==> src/rtl/fpadd_share_scheduler_if.sv <==
// rtl/fpadd_share_scheduler_if.sv - requester, shared-adder and response signals of the FP16 add scheduler
interface fpadd_share_scheduler_if #(
  parameter int NUM_REQ = 4,
  parameter int DWIDTH  = 16
);
  logic [NUM_REQ-1:0]        req_valid;
  logic [NUM_REQ-1:0]        req_ready;
  logic [NUM_REQ*DWIDTH-1:0] req_a;
  logic [NUM_REQ*DWIDTH-1:0] req_b;
  logic [NUM_REQ-1:0]        req_sub;
  logic                      add_valid;
  logic [DWIDTH-1:0]         add_a;
  logic [DWIDTH-1:0]         add_b;
  logic                      add_op;
  logic [DWIDTH-1:0]         add_result;
  logic [4:0]                add_flags;
  logic [NUM_REQ-1:0]        resp_valid;
  logic [NUM_REQ-1:0]        resp_ready;
  logic [NUM_REQ*DWIDTH-1:0] resp_result;
  logic [NUM_REQ*5-1:0]      resp_flags;
  logic                      idle;

  modport slave (
    input  req_valid, req_a, req_b, req_sub, add_result, add_flags, resp_ready,
    output req_ready, add_valid, add_a, add_b, add_op, resp_valid, resp_result, resp_flags, idle
  );

  modport master (
    output req_valid, req_a, req_b, req_sub, add_result, add_flags, resp_ready,
    input  req_ready, add_valid, add_a, add_b, add_op, resp_valid, resp_result, resp_flags, idle
  );
endinterface

==> src/rtl/fpadd_share_scheduler.sv <==
// rtl/fpadd_share_scheduler.sv - round-robin sharing of one pipelined FP16 adder among NUM_REQ requesters
module fpadd_share_scheduler #(
  parameter int NUM_REQ     = 4,
  parameter int DWIDTH      = 16,
  parameter int ADD_LATENCY = 3
) (
  input  logic                  clk,
  input  logic                  reset,
  fpadd_share_scheduler_if.slave bus
);
  localparam int IDW    = (NUM_REQ > 1) ? $clog2(NUM_REQ) : 1;
  localparam int TDEPTH = ADD_LATENCY + 1;
  localparam logic [IDW-1:0] LAST_IDX = IDW'(NUM_REQ - 1);

  logic [NUM_REQ-1:0]          busy_q, busy_d;
  logic [IDW-1:0]              last_grant_q;
  logic                        add_valid_q;
  logic [DWIDTH-1:0]           add_a_q, add_b_q;
  logic                        add_op_q;
  logic [TDEPTH-1:0]           tag_valid_q;
  logic [TDEPTH-1:0][IDW-1:0]  tag_id_q;
  logic [NUM_REQ-1:0]          resp_valid_q, resp_valid_d;
  logic [NUM_REQ*DWIDTH-1:0]   resp_result_q, resp_result_d;
  logic [NUM_REQ*5-1:0]        resp_flags_q, resp_flags_d;

  logic [NUM_REQ-1:0]          eligible, grant;
  logic [IDW-1:0]              grant_id, out_id;
  logic                        accept;
  logic [DWIDTH-1:0]           sel_a, sel_b;
  logic                        sel_op;

  // Cyclic search starting just after the last grant; a fresh grant therefore ranks last next cycle.
  always_comb begin
    int             idx;
    logic [IDW-1:0] cand;
    logic           found;
    eligible = bus.req_valid & ~busy_q;
    grant_id = last_grant_q;
    found    = 1'b0;
    idx      = 0;
    cand     = '0;
    for (int k = 1; k <= NUM_REQ; k++) begin
      idx = int'(last_grant_q) + k;
      if (idx >= NUM_REQ) idx = idx - NUM_REQ;
      cand = IDW'(idx);
      if (!found && eligible[cand]) begin
        found    = 1'b1;
        grant_id = cand;
      end
    end
    accept = found & ~reset;
    grant  = accept ? (NUM_REQ'(1) << grant_id) : '0;
  end

  assign out_id = tag_id_q[TDEPTH-1];

  always_comb begin
    busy_d        = (busy_q & ~(resp_valid_q & bus.resp_ready)) | grant;
    resp_valid_d  = resp_valid_q & ~bus.resp_ready;
    resp_result_d = resp_result_q;
    resp_flags_d  = resp_flags_q;
    sel_a         = '0;
    sel_b         = '0;
    sel_op        = 1'b0;
    for (int i = 0; i < NUM_REQ; i++) begin
      if (grant_id == IDW'(i)) begin
        sel_a  = bus.req_a[i*DWIDTH +: DWIDTH];
        sel_b  = bus.req_b[i*DWIDTH +: DWIDTH];
        sel_op = bus.req_sub[i];
      end
      // Busy blocks re-issue until handshake, so a capture never lands on a held response.
      if (tag_valid_q[TDEPTH-1] && out_id == IDW'(i)) begin
        resp_valid_d[i]                  = 1'b1;
        resp_result_d[i*DWIDTH +: DWIDTH] = bus.add_result;
        resp_flags_d[i*5 +: 5]           = bus.add_flags;
      end
    end
  end

  always_ff @(posedge clk) begin
    if (reset) begin
      busy_q        <= '0;
      last_grant_q  <= LAST_IDX;
      add_valid_q   <= 1'b0;
      add_a_q       <= '0;
      add_b_q       <= '0;
      add_op_q      <= 1'b0;
      tag_valid_q   <= '0;
      tag_id_q      <= '0;
      resp_valid_q  <= '0;
      resp_result_q <= '0;
      resp_flags_q  <= '0;
    end else begin
      busy_q      <= busy_d;
      add_valid_q <= accept;
      if (accept) begin
        last_grant_q <= grant_id;
        add_a_q      <= sel_a;
        add_b_q      <= sel_b;
        add_op_q     <= sel_op;
      end
      tag_valid_q   <= {tag_valid_q[TDEPTH-2:0], accept};
      tag_id_q      <= {tag_id_q[TDEPTH-2:0], grant_id};
      resp_valid_q  <= resp_valid_d;
      resp_result_q <= resp_result_d;
      resp_flags_q  <= resp_flags_d;
    end
  end

  assign bus.req_ready   = grant;
  assign bus.add_valid   = add_valid_q;
  assign bus.add_a       = add_a_q;
  assign bus.add_b       = add_b_q;
  assign bus.add_op      = add_op_q;
  assign bus.resp_valid  = resp_valid_q;
  assign bus.resp_result = resp_result_q;
  assign bus.resp_flags  = resp_flags_q;
  assign bus.idle        = ~|busy_q & ~|tag_valid_q;
endmodule
==> src/flat_wrapper.sv <==
// flat-port wrapper written by rule: the top's interface ports become plain ports
module fpadd_share_scheduler_flat 
#(
  parameter int NUM_REQ     = 4,
  parameter int DWIDTH      = 16,
  parameter int ADD_LATENCY = 3
)
  (clk, reset, bus_req_valid, bus_req_a, bus_req_b, bus_req_sub, bus_add_result, bus_add_flags, bus_resp_ready, bus_req_ready, bus_add_valid, bus_add_a, bus_add_b, bus_add_op, bus_resp_valid, bus_resp_result, bus_resp_flags, bus_idle);
  fpadd_share_scheduler_if #(.NUM_REQ(NUM_REQ), .DWIDTH(DWIDTH)) bus_i ();
  input  logic clk;
  input  logic reset;
  input wire logic [$bits(bus_i.req_valid)-1:0] bus_req_valid;
  input wire logic [$bits(bus_i.req_a)-1:0] bus_req_a;
  input wire logic [$bits(bus_i.req_b)-1:0] bus_req_b;
  input wire logic [$bits(bus_i.req_sub)-1:0] bus_req_sub;
  input wire logic [$bits(bus_i.add_result)-1:0] bus_add_result;
  input wire logic [$bits(bus_i.add_flags)-1:0] bus_add_flags;
  input wire logic [$bits(bus_i.resp_ready)-1:0] bus_resp_ready;
  output wire logic [$bits(bus_i.req_ready)-1:0] bus_req_ready;
  output wire logic [$bits(bus_i.add_valid)-1:0] bus_add_valid;
  output wire logic [$bits(bus_i.add_a)-1:0] bus_add_a;
  output wire logic [$bits(bus_i.add_b)-1:0] bus_add_b;
  output wire logic [$bits(bus_i.add_op)-1:0] bus_add_op;
  output wire logic [$bits(bus_i.resp_valid)-1:0] bus_resp_valid;
  output wire logic [$bits(bus_i.resp_result)-1:0] bus_resp_result;
  output wire logic [$bits(bus_i.resp_flags)-1:0] bus_resp_flags;
  output wire logic [$bits(bus_i.idle)-1:0] bus_idle;
  assign bus_i.req_valid = bus_req_valid;
  assign bus_i.req_a = bus_req_a;
  assign bus_i.req_b = bus_req_b;
  assign bus_i.req_sub = bus_req_sub;
  assign bus_i.add_result = bus_add_result;
  assign bus_i.add_flags = bus_add_flags;
  assign bus_i.resp_ready = bus_resp_ready;
  assign bus_req_ready = bus_i.req_ready;
  assign bus_add_valid = bus_i.add_valid;
  assign bus_add_a = bus_i.add_a;
  assign bus_add_b = bus_i.add_b;
  assign bus_add_op = bus_i.add_op;
  assign bus_resp_valid = bus_i.resp_valid;
  assign bus_resp_result = bus_i.resp_result;
  assign bus_resp_flags = bus_i.resp_flags;
  assign bus_idle = bus_i.idle;
  fpadd_share_scheduler #(.NUM_REQ(NUM_REQ), .DWIDTH(DWIDTH), .ADD_LATENCY(ADD_LATENCY)) u_core (.clk(clk), .reset(reset), .bus(bus_i));
endmodule
==> config.mk <==
export PLATFORM = sky130hd
export DESIGN_NAME = fpadd_share_scheduler_flat
export DESIGN_NICKNAME = d
export VERILOG_FILES = /design/src/rtl/fpadd_share_scheduler_if.sv /design/src/rtl/fpadd_share_scheduler.sv /design/src/flat_wrapper.sv
export SDC_FILE = /design/constraint.sdc
export NUM_CORES = 1
export LEC_CHECK = 0
export CAP_MARGIN = 30
export CORE_MARGIN = 5
export CORE_UTILIZATION = 44
export DETAILED_ROUTE_END_ITERATION = 10
export HOLD_SLACK_MARGIN = 0.06
export PLACE_DENSITY = 0.86
export SETUP_SLACK_MARGIN = 0.3
export SYNTH_ARGS = -nofsm -noshare
export SYNTH_HDL_FRONTEND = slang
export SYNTH_SLANG_ARGS = --single-unit
==> constraint.sdc <==
create_clock -name clk -period 4.8 [get_ports clk]
set_input_delay 1.44 -clock clk [delete_from_list [all_inputs] [get_ports clk]]
set_output_delay 1.44 -clock clk [all_outputs]
set_load 0.01 [all_outputs]
==> out/metrics.cfg, run 1 <==
[outcome]
outcome = finished, final reports clean

[synth]
ys_top_cells_by_count = 185 x nand2_1, 139 x dfxtp_1, 89 x a21oi_1, 37 x nand3_1, 36 x clkbuf_1
synth_top_cell_area_share = 0.458
syn_area_um2 = 6070
synth_cells = 724
synth_top_flop_cell = dfxtp_1
synth_edf_count = 0
synth.area.top_cells = dfxtp_1 46%, nand2_1 11%, a21oi_1 7.3%
syn_nets = 887
yosys.area.top_type = dfxtp_1
async_flop_share = 0
yosysMostFrequentCell = nand2_1
yosys_warnings = 0
yosysUniqueCellTypes = 60
seq_area_frac_synth = 0.458
ys_ff_latch = 139
synth.avg_cell_area_um2 = 8.38

[clocking]
cts_root_buf = clkbuf_16
htree_levels = 4
clkTransAtPathRegs_ns = 0.05
clock_latency_ns = 0.41
cts_resized = 11
ctsLongestPathBuffers = 2
cts_sinks = 139
cts_setup_buffers = 0
postCtsHoldBufs = 0
cts_buffers = 17
cts_tree = done

[floorplanning]
io_pins = 290
die-width_um = 127
coreArea_um2 = 13700
rows = 43
start_util = 0.442
dieArea_um2 = 16200
die_height_um = 127

[flow_run]
drv_cap = 0

[routing]
drtIter0Drc = 408
vias = 6574
drc = 0
drt_wl_total_um = 22200
vias_per_cell = 5.49
wl_per_cell_um = 18.5
postRouteAntennaNets = 0
drt_pass1_iterations = 6

[sta]
fin_ws_ns = 0.335
period_needed_ns = 4.46
final.setup_skew_ns = 0.00972
rsz0062_at_grt = yes
max_freq_mhz = 224
finalMaxSlewViolations = 0
tightest_slew_ns = 1.01
slew_headroom = 0.324
hold_viol = 0
period_share = 0.930
setup_viol = 0

[pwr]
power_frac_comb = 0.327
vdd_drop_max_mv = 0.273
switching_power_w = 0.00126
p_leak_nw = 3.60
power.share.clock = 0.333
pwr-share-seq = 0.340
switching_share = 0.314
total_power_w = 0.00403
cellPowerDensity_nw_per_um2 = 411
p_int_w = 0.00276

[global_route]
first_global_vias = 6419
grt_usage = 0.263
grt-ovfl-total = 0
grt_pass1_wl_um = 33700
antenna_found_initial = 0
grt_max_degree = 71

[critical_path]
path_max_fanout = 5
cpMaxStageDelayCell = clkdlybuf4s50_1
required_ns = 3.36
path_cells = clkdlybuf4s50_1 > and2b_4 > o211ai_2 > a21o_1 > nor3_1 > dlygate4sd2_1
worstSetupPathType = in2out
crit_family = buffers and inverters
crit_arrival_ns = 3.02
startpoint_type = primary input
path_buf_inv = 2
cpPeakStageDelay_ns = 0.50
end_kind = primary output

[cells_and_area]
fin_util = 0.715
syn_to_final_growth_pct = 61.7
nFillCells = 1060
final_area_um2 = 9810
nets = 1168
multi_input_area_um2 = 2970
regArea_um2 = 2780
drive_gt1_frac = 0.104
antenna_cells = 0

[place]
io_buffers = 289
dpl_cell_area_um2 = 9190
dp_hpwl_um = 16100
gp_congestion = 0.867
pre_cts_ws_ns = -0.0724

[worst_hold_path]
hp-class = reg2reg

[flip-flops by register name, indices dropped and copies added (netlist names)]
| register | flops |
|---|---|
| u_core.bus.add_a | 16 |
| u_core.tag_valid_q | 4 |
| u_core.tag_id_q | 6 |
| u_core.busy_q | 4 |
| u_core.bus.add_b | 16 |
| u_core.bus.resp_result | 64 |
| u_core.bus.add_op | 1 |
| u_core.bus.resp_flags | 20 |
| u_core.last_grant_q | 2 |
| u_core.out_id | 2 |
| u_core.bus.resp_valid | 4 |
[worst paths after layout]
kind | from | to | slack, ns | cells past startpoint
worst max-delay path | bus_req_valid[0] | bus_req_ready[0] | 0.34 | 6
worst min-delay path | u_core.tag_id_q[0] | u_core.tag_id_q[2] | 0.43 | 1
worst max register to register | u_core.last_grant_q[1] | u_core.bus.add_b[13] | 2.24 | 7
worst min register to register | u_core.tag_id_q[0] | u_core.tag_id_q[2] | 0.43 | 1
[placed cells by master (no fill, tap or decap), types with 17 or more instances in the layout]
cell             instances
nand2_1                185
nor2_1                  18
a221oi_2                19
dfxtp_1                139
clkbuf_16               17
clkdlybuf4s50_1        283
buf_4                   28
inv_1                   21
nand3_1                 37
a21oi_1                 89
[kinds of logic (layout without fill, tap and decap cells)]
family | count (synthesis) | count (layout) | synth area share
buf+inv | 78 | 372 | 0.0602
compound gates | 206 | 206 | 0.249
mux | 10 | 10 | 0.0165
simple gates | 291 | 291 | 0.216
flops | 139 | 139 | 0.458
[metrics by stage]
step / hold slack (ns) / cells / TNS, ns
final: 0.434 / 1198 / 0
after global routing: 0.463 / 1198 / 0
after CTS: 0.440 / 1198 / 0
after detailed placement: 0.425 / 1166 / -0.169
after global placement: 0.417 / 1164 / -0.0864
after floorplan: 0.414 / 724 / 0
[power groups by stage]
stage | Combinational (W) | Sequential (W) | Clock, W
2_1_floorplan | 0.000710 | 0.00142 | 0
3_3_place_gp | 0.00129 | 0.00138 | 0
3_5_place_dp | 0.00131 | 0.00139 | 0
4_1_cts | 0.00132 | 0.00137 | 0.00136
5_1_grt | 0.00141 | 0.00138 | 0.00141
6_report | 0.00132 | 0.00137 | 0.00134
[cell type report]
type | count | share of cell area
multi-input cells | 507 | 0.303
clock buffers | 19 | 0.0451
clock inverters | 13 | 0.0168
repair buffers | 319 | 0.321
well taps | 180 | 0.0230
inverters | 21 | 0.00803
flip-flops and latches | 139 | 0.284
[layer usage]
layer / global-route usage / up-vias / part of all wire
li1: - / 3098 / -
met1: 0.289 / 3045 / 0.36
met2: 0.458 / 357 / 0.49
met3: 0.0811 / 74 / 0.097
met4: 0.133 / 0 / 0.045
met5: 0 / - / 0
[worst register-to-register path: cells and delay by family (launching register included)]
family	cells	cell delay, ns
AND/OR/NAND/NOR	1	0.12
buffers and inverters	3	0.86
flip-flops	1	0.51
AO/OA/AOI/OAI	3	1.00
No activity file was read; power rests on OpenSTA's default activity.
==> run 2, diff against run 1 <==
--- a/config.mk
+++ b/config.mk
@@ -7,10 +7,11 @@
 export LEC_CHECK = 0
 export CAP_MARGIN = 30
 export CORE_MARGIN = 5
-export CORE_UTILIZATION = 44
+export CORE_UTILIZATION = 41
 export DETAILED_ROUTE_END_ITERATION = 10
 export HOLD_SLACK_MARGIN = 0.06
-export PLACE_DENSITY = 0.86
+export PLACE_DENSITY = 0.81
+export REMOVE_ABC_BUFFERS = 1
 export SETUP_SLACK_MARGIN = 0.3
 export SYNTH_ARGS = -nofsm -noshare
 export SYNTH_HDL_FRONTEND = slang
==> constraint.sdc (replaced) <==
create_clock -name clk -period 4.5 [get_ports clk]
set_input_delay 1.35 -clock clk [delete_from_list [all_inputs] [get_ports clk]]
set_output_delay 1.35 -clock clk [all_outputs]
set_load 0.01 [all_outputs]
==> out/metrics.cfg, run 2 (synthesized netlist as in run 1, its figures left out) <==
[outcome]
outcome = finished, final reports clean

[sta]
slew_headroom = 0.328
final.setup_skew_ns = 0.00633
period_needed_ns = 4.17
setup_viol = 0
tightest_slew_ns = 1.01
holdWs_ns = 0.431
max_freq_mhz = 240
hold_viol = 0
rsz0062_at_grt = yes
period_share = 0.926
finalMaxSlewViolations = 0

[cells_and_area]
regArea_um2 = 2780
largest_register_ffs = 64
drive_gt1_frac = 0.115
nFillCells = 1144
final_common_cell = clkdlybuf4s50_1
final_cell_mix = 282 x clkdlybuf4s50_1, 184 x nand2_1, 139 x dfxtp_1
syn_to_final_growth_pct = 62.2
nets = 1175
multi_input_area_um2 = 3000
fin_util = 0.677

[clocking]
clock_latency_ns = 0.42
cts_buffers = 17
cts_sinks = 139
cts_root_buf = clkbuf_16
clkTransAtPathRegs_ns = 0.06
cts_tree = done
ctsLongestPathBuffers = 2
htree_levels = 4

[global_route]
antenna_found_initial = 2
grt_usage = 0.240
grt-ovfl-total = 0
grt_max_degree = 92
grt_pass1_wl_um = 33500
first_global_vias = 6205

[routing]
vias_per_cell = 5.31
highest_layer = met4
drt_wl_total_um = 21900
wl_per_cell_um = 18.1
drc = 0
wl_met3_um = 2010
met1_length_um = 8560
vias = 6436
drtIter0Drc = 369
met2_length_um = 10800
drt_pass1_iterations = 5
postRouteAntennaNets = 0

[critical_path]
cpMaxStageDelayCell = clkdlybuf4s50_1
startpoint_type = primary input
crit_arrival_ns = 2.82
path_buf_inv = 4
crit_family = buffers and inverters
path_common_cell = buf_4
path_cells = clkdlybuf4s50_1 > nor2b_4 > buf_4 > o22ai_2 > a21oi_2 > buf_4 > nor3_2 > buf_2
cpPeakStageDelay_ns = 0.47
end_kind = primary output
path_max_fanout = 5
required_ns = 3.15
worstSetupPathType = in2out

[floorplanning]
io_pins = 290
die_height_um = 132
rows = 44
start_util = 0.418
coreArea_um2 = 14500
die-width_um = 132
dieArea_um2 = 17300

[place]
gp_congestion = 0.865
io_buffers = 289
dp_hpwl_um = 15900

[worst_hold_path]
hp-class = reg2reg

[pwr]
vdd_drop_max_mv = 0.305
p_leak_nw = 3.60
cellPowerDensity_nw_per_um2 = 428
total_power_w = 0.00421

[flow_run]
drv_cap = 0

==> run 2: final timing paths <==
kind / start / slack (ns) / cells past startpoint / to
max: bus_req_valid[2] / 0.33 / 8 / bus_req_ready[0]
min: u_core.tag_id_q[4] / 0.43 / 1 / u_core.out_id[0]
max reg2reg: u_core.last_grant_q[0] / 2.26 / 7 / u_core.bus.add_b[15]
min reg2reg: u_core.tag_id_q[4] / 0.43 / 1 / u_core.out_id[0]
==> run 2: area by class of cell <==
type / count / area share
Sequential cell: 139 / 0.283
Multi-Input combinational cell: 507 / 0.305
Tap cell: 184 / 0.0234
Inverter: 21 / 0.00801
Clock buffer: 19 / 0.0440
Clock inverter: 13 / 0.0122
Antenna cell: 2 / 0.000508
Timing Repair Buffer: 326 / 0.324
==> run 2: metrics by stage <==
| stage | setup TNS, ns | cells | instance area [µm²] | setup WS, ns |
|---|---|---|---|---|
| floorplan | -13.80 | 667 | 5780 | -1.63 |
| global placement | -0.558 | 1171 | 9170 | -0.195 |
| detailed placement | -0.628 | 1174 | 9240 | -0.274 |
| CTS | 0 | 1207 | 9820 | 0.302 |
| global route | 0 | 1211 | 9850 | 0.264 |
| finish | 0 | 1211 | 9850 | 0.331 |
==> run 2: power by group <==
group	leakage, nW	internal, W	switching (W)
clock network	0.252	0.000761	0.000545
logic	2.21	0.000708	0.000733
registers	1.13	0.00137	0.0000938
total	3.60	0.00284	0.00137
==> run 2: worst reg2reg max path: stages, from the launching register on <==
cell and delay [ns]:
dfxtp_1 0.55, nand2_1 0.16, o41ai_4 0.42, buf_4 0.20, or2_1 0.09, buf_4 0.36
a221oi_1 0.16, a311oi_1 0.22
==> run 2: timing repair <==
item,CTS,global route
buffers inserted,1,2
setup endpoints to repair,4,4
hold buffers,0,0
gates resized for setup,19,10
pin swaps,2,5
==> run 2: layer usage <==
layer  up-vias  GRT usage
met4         0     0.0811
met1      2974      0.278
li1       3116          -
met3        32     0.0803
met2       314      0.415
met5         -          0
